File: config.mk
export PLATFORM = sky130hd
export DESIGN_NAME = hazard_bubble_ctrl_flat
export DESIGN_NICKNAME = d
export VERILOG_FILES = /design/src/rtl/hazard_bubble_ctrl_if.sv /design/src/rtl/hazard_bubble_ctrl.sv /design/src/flat_wrapper.sv
export SDC_FILE = /design/constraint.sdc
export NUM_CORES = 1
export LEC_CHECK = 0
export ABC_AREA = 0
export CAP_MARGIN = 20
export CORE_AREA = 2 2 66 68
export DETAILED_ROUTE_END_ITERATION = 16
export DIE_AREA = 0 0 68 70
export MAX_ROUTING_LAYER = met4
export PLACE_DENSITY = 0.74
export SLEW_MARGIN = 20
export SYNTH_ARGS = -nofsm -noshare
export SYNTH_HDL_FRONTEND = slang
export SYNTH_SLANG_ARGS = --single-unit
File: constraint.sdc
create_clock -name clk -period 1.8 [get_ports clk]
set_input_delay 0.27 -clock clk [delete_from_list [all_inputs] [get_ports clk]]
set_output_delay 0.27 -clock clk [all_outputs]
set_load 0.005 [all_outputs]
File: src/rtl/hazard_bubble_ctrl_if.sv
//------------------------------------------------------------------------------
// Module   : hazard_bubble_ctrl_if
// Purpose  : Decoder / pipeline-control bundle for the hazard bubble controller.
// Revision : 1.0 - initial release
//------------------------------------------------------------------------------
`default_nettype none

interface hazard_bubble_ctrl_if #(
  parameter int CTRL_W = 9,
  parameter int REG_AW = 5,
  parameter int CNT_W  = 16
);
  logic [CTRL_W-1:0] ctrl_in;
  logic [REG_AW-1:0] id_rs;
  logic [REG_AW-1:0] id_rt;
  logic              id_uses_rt;
  logic              ex_mem_read;
  logic [REG_AW-1:0] ex_rt;
  logic              branch_taken;
  logic              stall_ext;
  logic [CTRL_W-1:0] ctrl_out;
  logic              pc_write;
  logic              ifid_write;
  logic              ifid_flush;
  logic [CNT_W-1:0]  bubble_cnt;

  modport master (
    output ctrl_in, id_rs, id_rt, id_uses_rt, ex_mem_read, ex_rt,
           branch_taken, stall_ext,
    input  ctrl_out, pc_write, ifid_write, ifid_flush, bubble_cnt
  );

  modport slave (
    input  ctrl_in, id_rs, id_rt, id_uses_rt, ex_mem_read, ex_rt,
           branch_taken, stall_ext,
    output ctrl_out, pc_write, ifid_write, ifid_flush, bubble_cnt
  );
endinterface

`default_nettype wire

File: src/rtl/hazard_bubble_ctrl.sv
//------------------------------------------------------------------------------
// Module   : hazard_bubble_ctrl
// Purpose  : Load-use / branch hazard controller owning the ID/EX control reg.
// Revision : 1.0 - initial release
//------------------------------------------------------------------------------
`default_nettype none

module hazard_bubble_ctrl #(
  parameter int CTRL_W    = 9,
  parameter int REG_AW    = 5,
  parameter int LOAD_LAT  = 1,
  parameter int FLUSH_CYC = 1,
  parameter int CNT_W     = 16
) (
  input  logic                clk,
  input  logic                rst,
  hazard_bubble_ctrl_if.slave bus
);

  localparam int c_CNT_MAX = ((LOAD_LAT > FLUSH_CYC) ? LOAD_LAT : FLUSH_CYC) - 1;
  localparam int c_CNT_W   = (c_CNT_MAX < 2) ? 1 : $clog2(c_CNT_MAX + 1);

  typedef enum logic [1:0] {
    ST_RUN   = 2'd0,
    ST_STALL = 2'd1,
    ST_FLUSH = 2'd2
  } state_t;

  state_t             r_state;
  logic [c_CNT_W-1:0] r_cnt;
  logic [CTRL_W-1:0]  r_ctrl_out;
  logic [CNT_W-1:0]   r_bubble_cnt;

  logic               w_hit;
  logic [CNT_W-1:0]   w_bubble_next;
  logic               w_pc_write;
  logic               w_ifid_write;
  logic               w_ifid_flush;

  // A zero destination is never a real dependency.
  assign w_hit = bus.ex_mem_read && (bus.ex_rt != '0) &&
                 ((bus.ex_rt == bus.id_rs) ||
                  (bus.id_uses_rt && (bus.ex_rt == bus.id_rt)));

  assign w_bubble_next = (r_bubble_cnt == '1) ? r_bubble_cnt
                                              : r_bubble_cnt + CNT_W'(1);

  always_comb begin
    w_pc_write   = 1'b0;
    w_ifid_write = 1'b0;
    w_ifid_flush = 1'b0;
    if (rst && !bus.stall_ext) begin
      if (bus.branch_taken) begin
        w_pc_write   = 1'b1;
        w_ifid_write = 1'b1;
        w_ifid_flush = 1'b1;
      end else begin
        case (r_state)
          ST_RUN: begin
            w_pc_write   = !w_hit;
            w_ifid_write = !w_hit;
          end
          ST_FLUSH: begin
            w_pc_write   = 1'b1;
            w_ifid_write = 1'b1;
            w_ifid_flush = 1'b1;
          end
          default: begin
            w_pc_write   = 1'b0;
            w_ifid_write = 1'b0;
          end
        endcase
      end
    end
  end

  always_ff @(posedge clk or negedge rst) begin
    if (!rst) begin
      r_state      <= ST_RUN;
      r_cnt        <= '0;
      r_ctrl_out   <= '0;
      r_bubble_cnt <= '0;
    end else if (!bus.stall_ext) begin
      if (bus.branch_taken) begin
        r_ctrl_out   <= '0;
        r_bubble_cnt <= w_bubble_next;
        if (FLUSH_CYC > 1) begin
          r_state <= ST_FLUSH;
          r_cnt   <= c_CNT_W'(FLUSH_CYC - 1);
        end else begin
          r_state <= ST_RUN;
          r_cnt   <= '0;
        end
      end else begin
        case (r_state)
          ST_RUN: begin
            if (w_hit) begin
              r_ctrl_out   <= '0;
              r_bubble_cnt <= w_bubble_next;
              if (LOAD_LAT > 1) begin
                r_state <= ST_STALL;
                r_cnt   <= c_CNT_W'(LOAD_LAT - 1);
              end
            end else begin
              r_ctrl_out <= bus.ctrl_in;
            end
          end
          ST_STALL, ST_FLUSH: begin
            // Hazard is not re-evaluated while draining the remaining bubbles.
            r_ctrl_out   <= '0;
            r_bubble_cnt <= w_bubble_next;
            if (r_cnt == c_CNT_W'(1)) begin
              r_state <= ST_RUN;
              r_cnt   <= '0;
            end else begin
              r_cnt <= r_cnt - c_CNT_W'(1);
            end
          end
          default: begin
            r_state <= ST_RUN;
            r_cnt   <= '0;
          end
        endcase
      end
    end
  end

  assign bus.ctrl_out   = r_ctrl_out;
  assign bus.bubble_cnt = r_bubble_cnt;
  assign bus.pc_write   = w_pc_write;
  assign bus.ifid_write = w_ifid_write;
  assign bus.ifid_flush = w_ifid_flush;

endmodule

`default_nettype wire

File: src/flat_wrapper.sv
// flat-port wrapper written by rule: the top's interface ports become plain ports
module hazard_bubble_ctrl_flat 
#(
  parameter int CTRL_W    = 9,
  parameter int REG_AW    = 5,
  parameter int LOAD_LAT  = 1,
  parameter int FLUSH_CYC = 1,
  parameter int CNT_W     = 16
)
  (clk, rst, bus_ctrl_in, bus_id_rs, bus_id_rt, bus_id_uses_rt, bus_ex_mem_read, bus_ex_rt, bus_branch_taken, bus_stall_ext, bus_ctrl_out, bus_pc_write, bus_ifid_write, bus_ifid_flush, bus_bubble_cnt);
  hazard_bubble_ctrl_if #(.CTRL_W(CTRL_W), .REG_AW(REG_AW), .CNT_W(CNT_W)) bus_i ();
  input  logic clk;
  input  logic rst;
  input wire logic [$bits(bus_i.ctrl_in)-1:0] bus_ctrl_in;
  input wire logic [$bits(bus_i.id_rs)-1:0] bus_id_rs;
  input wire logic [$bits(bus_i.id_rt)-1:0] bus_id_rt;
  input wire logic [$bits(bus_i.id_uses_rt)-1:0] bus_id_uses_rt;
  input wire logic [$bits(bus_i.ex_mem_read)-1:0] bus_ex_mem_read;
  input wire logic [$bits(bus_i.ex_rt)-1:0] bus_ex_rt;
  input wire logic [$bits(bus_i.branch_taken)-1:0] bus_branch_taken;
  input wire logic [$bits(bus_i.stall_ext)-1:0] bus_stall_ext;
  output wire logic [$bits(bus_i.ctrl_out)-1:0] bus_ctrl_out;
  output wire logic [$bits(bus_i.pc_write)-1:0] bus_pc_write;
  output wire logic [$bits(bus_i.ifid_write)-1:0] bus_ifid_write;
  output wire logic [$bits(bus_i.ifid_flush)-1:0] bus_ifid_flush;
  output wire logic [$bits(bus_i.bubble_cnt)-1:0] bus_bubble_cnt;
  assign bus_i.ctrl_in = bus_ctrl_in;
  assign bus_i.id_rs = bus_id_rs;
  assign bus_i.id_rt = bus_id_rt;
  assign bus_i.id_uses_rt = bus_id_uses_rt;
  assign bus_i.ex_mem_read = bus_ex_mem_read;
  assign bus_i.ex_rt = bus_ex_rt;
  assign bus_i.branch_taken = bus_branch_taken;
  assign bus_i.stall_ext = bus_stall_ext;
  assign bus_ctrl_out = bus_i.ctrl_out;
  assign bus_pc_write = bus_i.pc_write;
  assign bus_ifid_write = bus_i.ifid_write;
  assign bus_ifid_flush = bus_i.ifid_flush;
  assign bus_bubble_cnt = bus_i.bubble_cnt;
  hazard_bubble_ctrl #(.CTRL_W(CTRL_W), .REG_AW(REG_AW), .LOAD_LAT(LOAD_LAT), .FLUSH_CYC(FLUSH_CYC), .CNT_W(CNT_W)) u_core (.clk(clk), .rst(rst), .bus(bus_i));
endmodule
## Yosys cells after proc, flatten, opt, wreduce, memory -nomap -nowiden

Cells that the tools add are included.

| storage, ports and cells | value |
|---|---|
| output and inout port bits | 28 |
| input bits | 30 |
| word-level logic and storage cells | 49 |
| flip-flop bits (word level) | 28 |

| cells by class | value |
|---|---|
| reduce and logical (&&, ||, !) cells | 15 |
| bitwise gates (word level) | 1 |
| muxes and demuxes | 19 |
| eq/ne operators | 8 |
| $add $sub $neg | 2 |

Operators with widths:

| operator | count |
|---|---|
| 2-to-1 mux 16 bit | 3 |
| case mux 16 bit (2 select lines) | 1 |
| 2-to-1 mux 9 bit | 2 |
| case mux 9 bit (2 select lines) | 1 |
| adder 16 x 1 -> 16 bit (second input constant) | 1 |
| equality test 16 bit (second input constant) | 1 |
| equality test 5 bit | 2 |
| 2-to-1 mux 1 bit | 7 |
| != test 3 x 2 -> 1 bit (second input constant) | 2 |
| AND reduction 3 bit | 2 |
| nonzero test 5 bit | 1 |
| logical AND 1 bit | 4 |
| 2-to-1 mux 2 bit | 2 |
| case mux 1 bit (2 select lines) | 2 |
| case mux 2 bit (2 select lines) | 1 |
| AND reduction 2 bit | 2 |
| nonzero test 3 bit | 1 |
| equality test 2 x 1 -> 1 bit (second input constant) | 1 |
| equality test 2 bit (second input constant) | 1 |
| zero test 1 bit | 2 |
| zero test 2 bit | 1 |
| != test 2 bit (second input constant) | 1 |
| OR reduction 2 bit | 1 |
| logical OR 1 bit | 1 |
| other kinds (2) | 2 |

## Logic depth before layout (Yosys ltp)

| logic depth | value |
|---|---|
| depth in word-level cells | 8 |
| depth in mapped cells | 8 |
| depth with buffers taken out | 7 |

## Worst setup path after synthesis

No wires, ideal clock.

| timing | value |
|---|---|
| path kind | register to register |
| from | register u_core.r_bubble_cnt[0], in the netlist u_core.bus.bubble_cnt[0] |
| to | register u_core.r_bubble_cnt[1], in the netlist u_core.bus.bubble_cnt[1] |
| setup slack | -0.201 ns |
| cell stages (with the launch flop) | 8 |
| period minus slack after synthesis | 2.001 ns |
| data required time | 1.675 ns |
| path buffers | 1 |
| data arrival time | 1.876 ns |
| setup time | 0.125 ns |
| path through | dfrtp_1 > ha_1 > nand3_1 > or2_1 > buf_6 > nor3_4 > a2bb2oi_4 > mux2_4 |

| between the ends | value |
|---|---|
| cells in the longest elaborated chain, start to end | 5 |
| elaborated cells on any way between the ends | 6 |
| those cells by class | add/sub: 1; eq/ne: 1; mux: 4 |

Ends and longest elaborated chain:

| element | RTL line | text |
|---|---|---|
| from (decl) | hazard_bubble_ctrl.sv:32 | `logic [CNT_W-1:0] r_bubble_cnt;` |
| from (signal assigned) | hazard_bubble_ctrl.sv:86 | `r_bubble_cnt <= w_bubble_next;` |
| from (signal assigned) | hazard_bubble_ctrl.sv:99 | `r_bubble_cnt <= w_bubble_next;` |
| from (signal assigned) | hazard_bubble_ctrl.sv:111 | `r_bubble_cnt <= w_bubble_next;` |
| adder 16 x 1 -> 16 bit / equality test 16 bit (equally long branches) | hazard_bubble_ctrl.sv:46, hazard_bubble_ctrl.sv:45 |  |
| 2-to-1 mux 16 bit (*) | hazard_bubble_ctrl.sv:45 | `assign w_bubble_next = (r_bubble_cnt == '1) ? r_bubble_cnt` |
| 2-to-1 mux 16 bit | hazard_bubble_ctrl.sv:97 | `if (w_hit) begin` |
| case mux 16 bit (2 select lines) | hazard_bubble_ctrl.sv:95 | `case (r_state)` |
| 2-to-1 mux 16 bit (*) | hazard_bubble_ctrl.sv:84 | `if (bus.branch_taken) begin` |

Every way passes the cells marked *; elsewhere a longest branch is shown, timed or not. The select of a mux whose other input is x is not followed.
A chain may end at the register's enable or synchronous reset.

## Worst setup path in the final report

| timing | value |
|---|---|
| from | register u_core.r_bubble_cnt[1], in the netlist u_core.bus.bubble_cnt[1] |
| to | register u_core.r_bubble_cnt[6], in the netlist u_core.bus.bubble_cnt[6] |

Same word-level chain as after synthesis.

==> flow_metrics.tcl <==
set metrics [dict create \
    final.min_clock_period_ns 1.802 \
    run_status "finished, violations left" \
    cts.reportedPaths.clkPinSlew_ns 0.09 \
    p_leak_nw 1.157 \
    r2r_start "u_core.bus.bubble_cnt[1]" \
    fin_area_um2 2416 \
    worst_path_dominant_cell_family "simple AND/OR/NAND/NOR gates" \
    clock_path_buffers 2 \
    dr_total_vias 1338 \
    syn_area_per_cell_um2 9.892 \
    route.final.wire_length_um 3615 \
    setup.worst_path.end_class "register" \
    cts_made_buffers 3 \
    post_synth_num_cell_types 31 \
    floorplan.die_area_um2 4760 \
    cts_htree_levels 1 \
    avgRoutedWirePerCell_um 12.55 \
    synth_top_cell_area_share_pct 45.83 \
    portBuffers 57 \
    synthCells 138 \
    globalRoute.totalOverflow 0 \
    setup_viol_count_final 2 \
    dpl_cell_area_um2 2246 \
    cp_cell_sequence "ha_2 -> nand3_2 -> or2_4 -> nor3_4 -> a2bb2oi_4 -> buf_4 -> nor2_1 -> xor2_1" \
    worst_hold_path_type "input port to async pin" \
    fin_skew_ns 0.003083 \
    grt_util_met1_pct 20.04 \
    synthesis.yosys.warnings 0 \
    timing.critical_path.required_ns 1.95 \
    length_in_cells_of_the_worst_reg_to_reg_path 8 \
    critical-path-max-stage-delay_ns 0.36 \
    rrSetupSlack_ns -0.002 \
    synthArstFlopShare_pct 100.0 \
    post_route_cells_drive_above_1_share_pct 31.78 \
    worst_pin_slew_ns 0.3321 \
    place_inst 278 \
    total_of_max_cap_violations 0 \
    firstDrtPassIters 4 \
    detail_route.iter0.violations 43 \
    worst_ep_arrival_time_ns 1.96 \
    routabilityCongestion 0.7908 \
    wire_length_of_the_first_global_routing_pass_um 5561 \
    slew_headroom_pct 77.80 \
    critPathBufInv 1 \
    max_freq_ghz 0.5549 \
    dominantRegCellSynth "dfrtp_1" \
    initial_core_util_pct 32.94 \
    buffer_cell_driving_the_clock_tree_root "clkbuf_8" \
    critPathSlowestCell "dfrtp_1" \
    p_total_w 0.001773 \
    syn-cell-area_um2 1365 \
    cts-hold-fix-buffers 0 \
    rsz0062_at_grt "true" \
    globalRouteMet3Util_pct 2.738 \
    post-synth-top-area-cell "dfrtp_1" \
    final_cell_count_no_fill 288 \
    global_route_track_usage_on_met2_pct 24.16 \
    vdd_ir_drop_max_mv 0.4340 \
    timing.final.ws_setup_ns -0.002141 \
    crit_path_launch "u_core.bus.bubble_cnt[1]" \
    core_area_um2 4144 \
    tritoncts_num_sinks 25 \
    failed_checks "negative setup slack" \
    synthTopCellsByArea "dfrtp_1, xnor2_1, xor2_1, nand2_1, o21ai_1" \
    crit-reg2reg-capture "u_core.bus.bubble_cnt[6]" \
    report.final.slew_viol_count 0 \
    power.density_nw_per_um2 734.0 \
    num-fill-cells 371 \
    grt_antenna_before_repair 0 \
    grt_pass1_vias 1266 \
    finalNetCount 268 \
    path_class "register to register" \
    worstSkewPairLatency_ns 0.26 \
    synth-edff-count 0 \
    final.period_utilization_pct 100.1 \
    critPathLaunchType "register" \
    route.detailed.drc 0 \
    die_h_um 70 \
    ios 58 \
    post-dp-hpwl_um 2645 \
    clock_tree_from_tritoncts "yes" \
    final_hold_viol_count 0 \
    path_max_fanout 4 \
    drt.antenna.violating_nets 0 \
    area_growth_syn_to_layout_pct 76.99 \
    synth-seq-cells 25 \
    place_worst_setup_slack_ns -0.8389 \
    routed_via_density 4.646 \
    grt_start_max_net_pins 26 \
    die_width_um 68 \
    grt_use_total_pct 15.17 \
    synth_seq_area_share_pct 45.83 \
    floorplan.rows 24 \
    grt-busiest-layer "met2" \
    insertedDiodeCount 0 \
    synth.net_count 169 \
]
## registers in the layout, summed over array words and instances (netlist names)
register and count:
u_core.bus.ctrl_out 9, u_core.bus.bubble_cnt 16
## layout make-up
cell class / count / area (µm²) / area share, %
Timing Repair Buffer: 98 / 888.4 / 36.77
Multi-Input combinational cell: 106 / 780.7 / 32.31
Sequential cell: 25 / 625.6 / 25.89
Tap cell: 52 / 65.06 / 2.693
Clock buffer: 4 / 45.04 / 1.864
Inverter: 3 / 11.26 / 0.4661
## metrics by stage
stage          setup TNS (ns)  util, %  hold slack [ns]
2_1_floorplan         -0.5411        -         -0.02559
3_3_place_gp           -13.06    54.20           0.4731
3_5_place_dp           -15.34    54.20           0.4833
4_1_cts               -0.2298    55.01           0.4745
5_1_grt               -0.8817    58.30           0.4972
6_report            -0.002546    58.30           0.4577
## cell families after synthesis
family | after synthesis | share of synthesized area (%)
adders and majority gates | 1 | 0.9164
xor gates and xnor gates | 25 | 16.04
muxes | 1 | 1.100
DFF | 25 | 45.83
AOI/OAI and AO/OA | 15 | 8.616
and+or+nand+nor | 63 | 23.92
buffers and inverters | 8 | 3.575
## cell usage after synthesis (2+ instances only)
master / number
or4_1: 2
nand4_1: 2
nor3b_1: 2
o21ai_1: 10
dfrtp_1: 25
nor2_1: 5
xnor2_1: 13
and3_1: 2
nor3_1: 7
buf_6: 2
xor2_1: 12
inv_1: 3
clkbuf_1: 2
nand2_1: 24
nor4_1: 3
nand3_1: 9
## cell usage in the layout, fill, tap and decap left out, types with 2 or more instances in the layout
cell,netlist,final
clkdlybuf4s50_1,0,40
buf_4,1,39
dfrtp_1,25,25
nand2_1,24,23
xnor2_1,13,13
xor2_1,12,12
o21ai_1,10,10
dlymetal6s2s_1,0,9
nand3_1,9,7
nor3_1,7,4
buf_6,2,4
nor4_2,0,3
nor3_2,0,3
nor2_1,5,3
clkbuf_8,0,3
buf_2,0,3
nand4_1,2,2
nor2_2,0,2
and3_1,2,2
nand3_2,0,2
inv_1,3,2
dlygate4sd2_1,0,2
## routing by layer
metal  share of wire (%)  vias up
met5                   0        -
met4                0.69        0
met3                 3.8        2
met2                  53       33
met1                  42      636
li1                    -      667
## where the power goes
group	switching [W]	internal (W)	leakage (nW)
combinational	0.000278	0.000465	0.815
clock	0.000172	0.000158	0.0228
sequential	0.0000504	0.000651	0.319
## worst max path at each step
stage,depth (start not counted),end,slack (ns)
2_1_floorplan,7,u_core.bus.bubble_cnt[1],-0.15
3_3_place_gp,8,bus_pc_write,-0.76
3_5_place_dp,8,bus_ifid_write,-0.84
4_1_cts,8,bus_ifid_write,-0.08
5_1_grt,8,u_core.bus.bubble_cnt[2],-0.10
6_report,8,u_core.bus.bubble_cnt[6],-0.002
## what timing repair did
action	in CTS	in global routing
gates cloned	0	1
gates resized for setup	28	27
setup buffers	0	5
pin swaps	4	20
setup endpoints to repair	28	23
(Power assumes the default switching activity.)
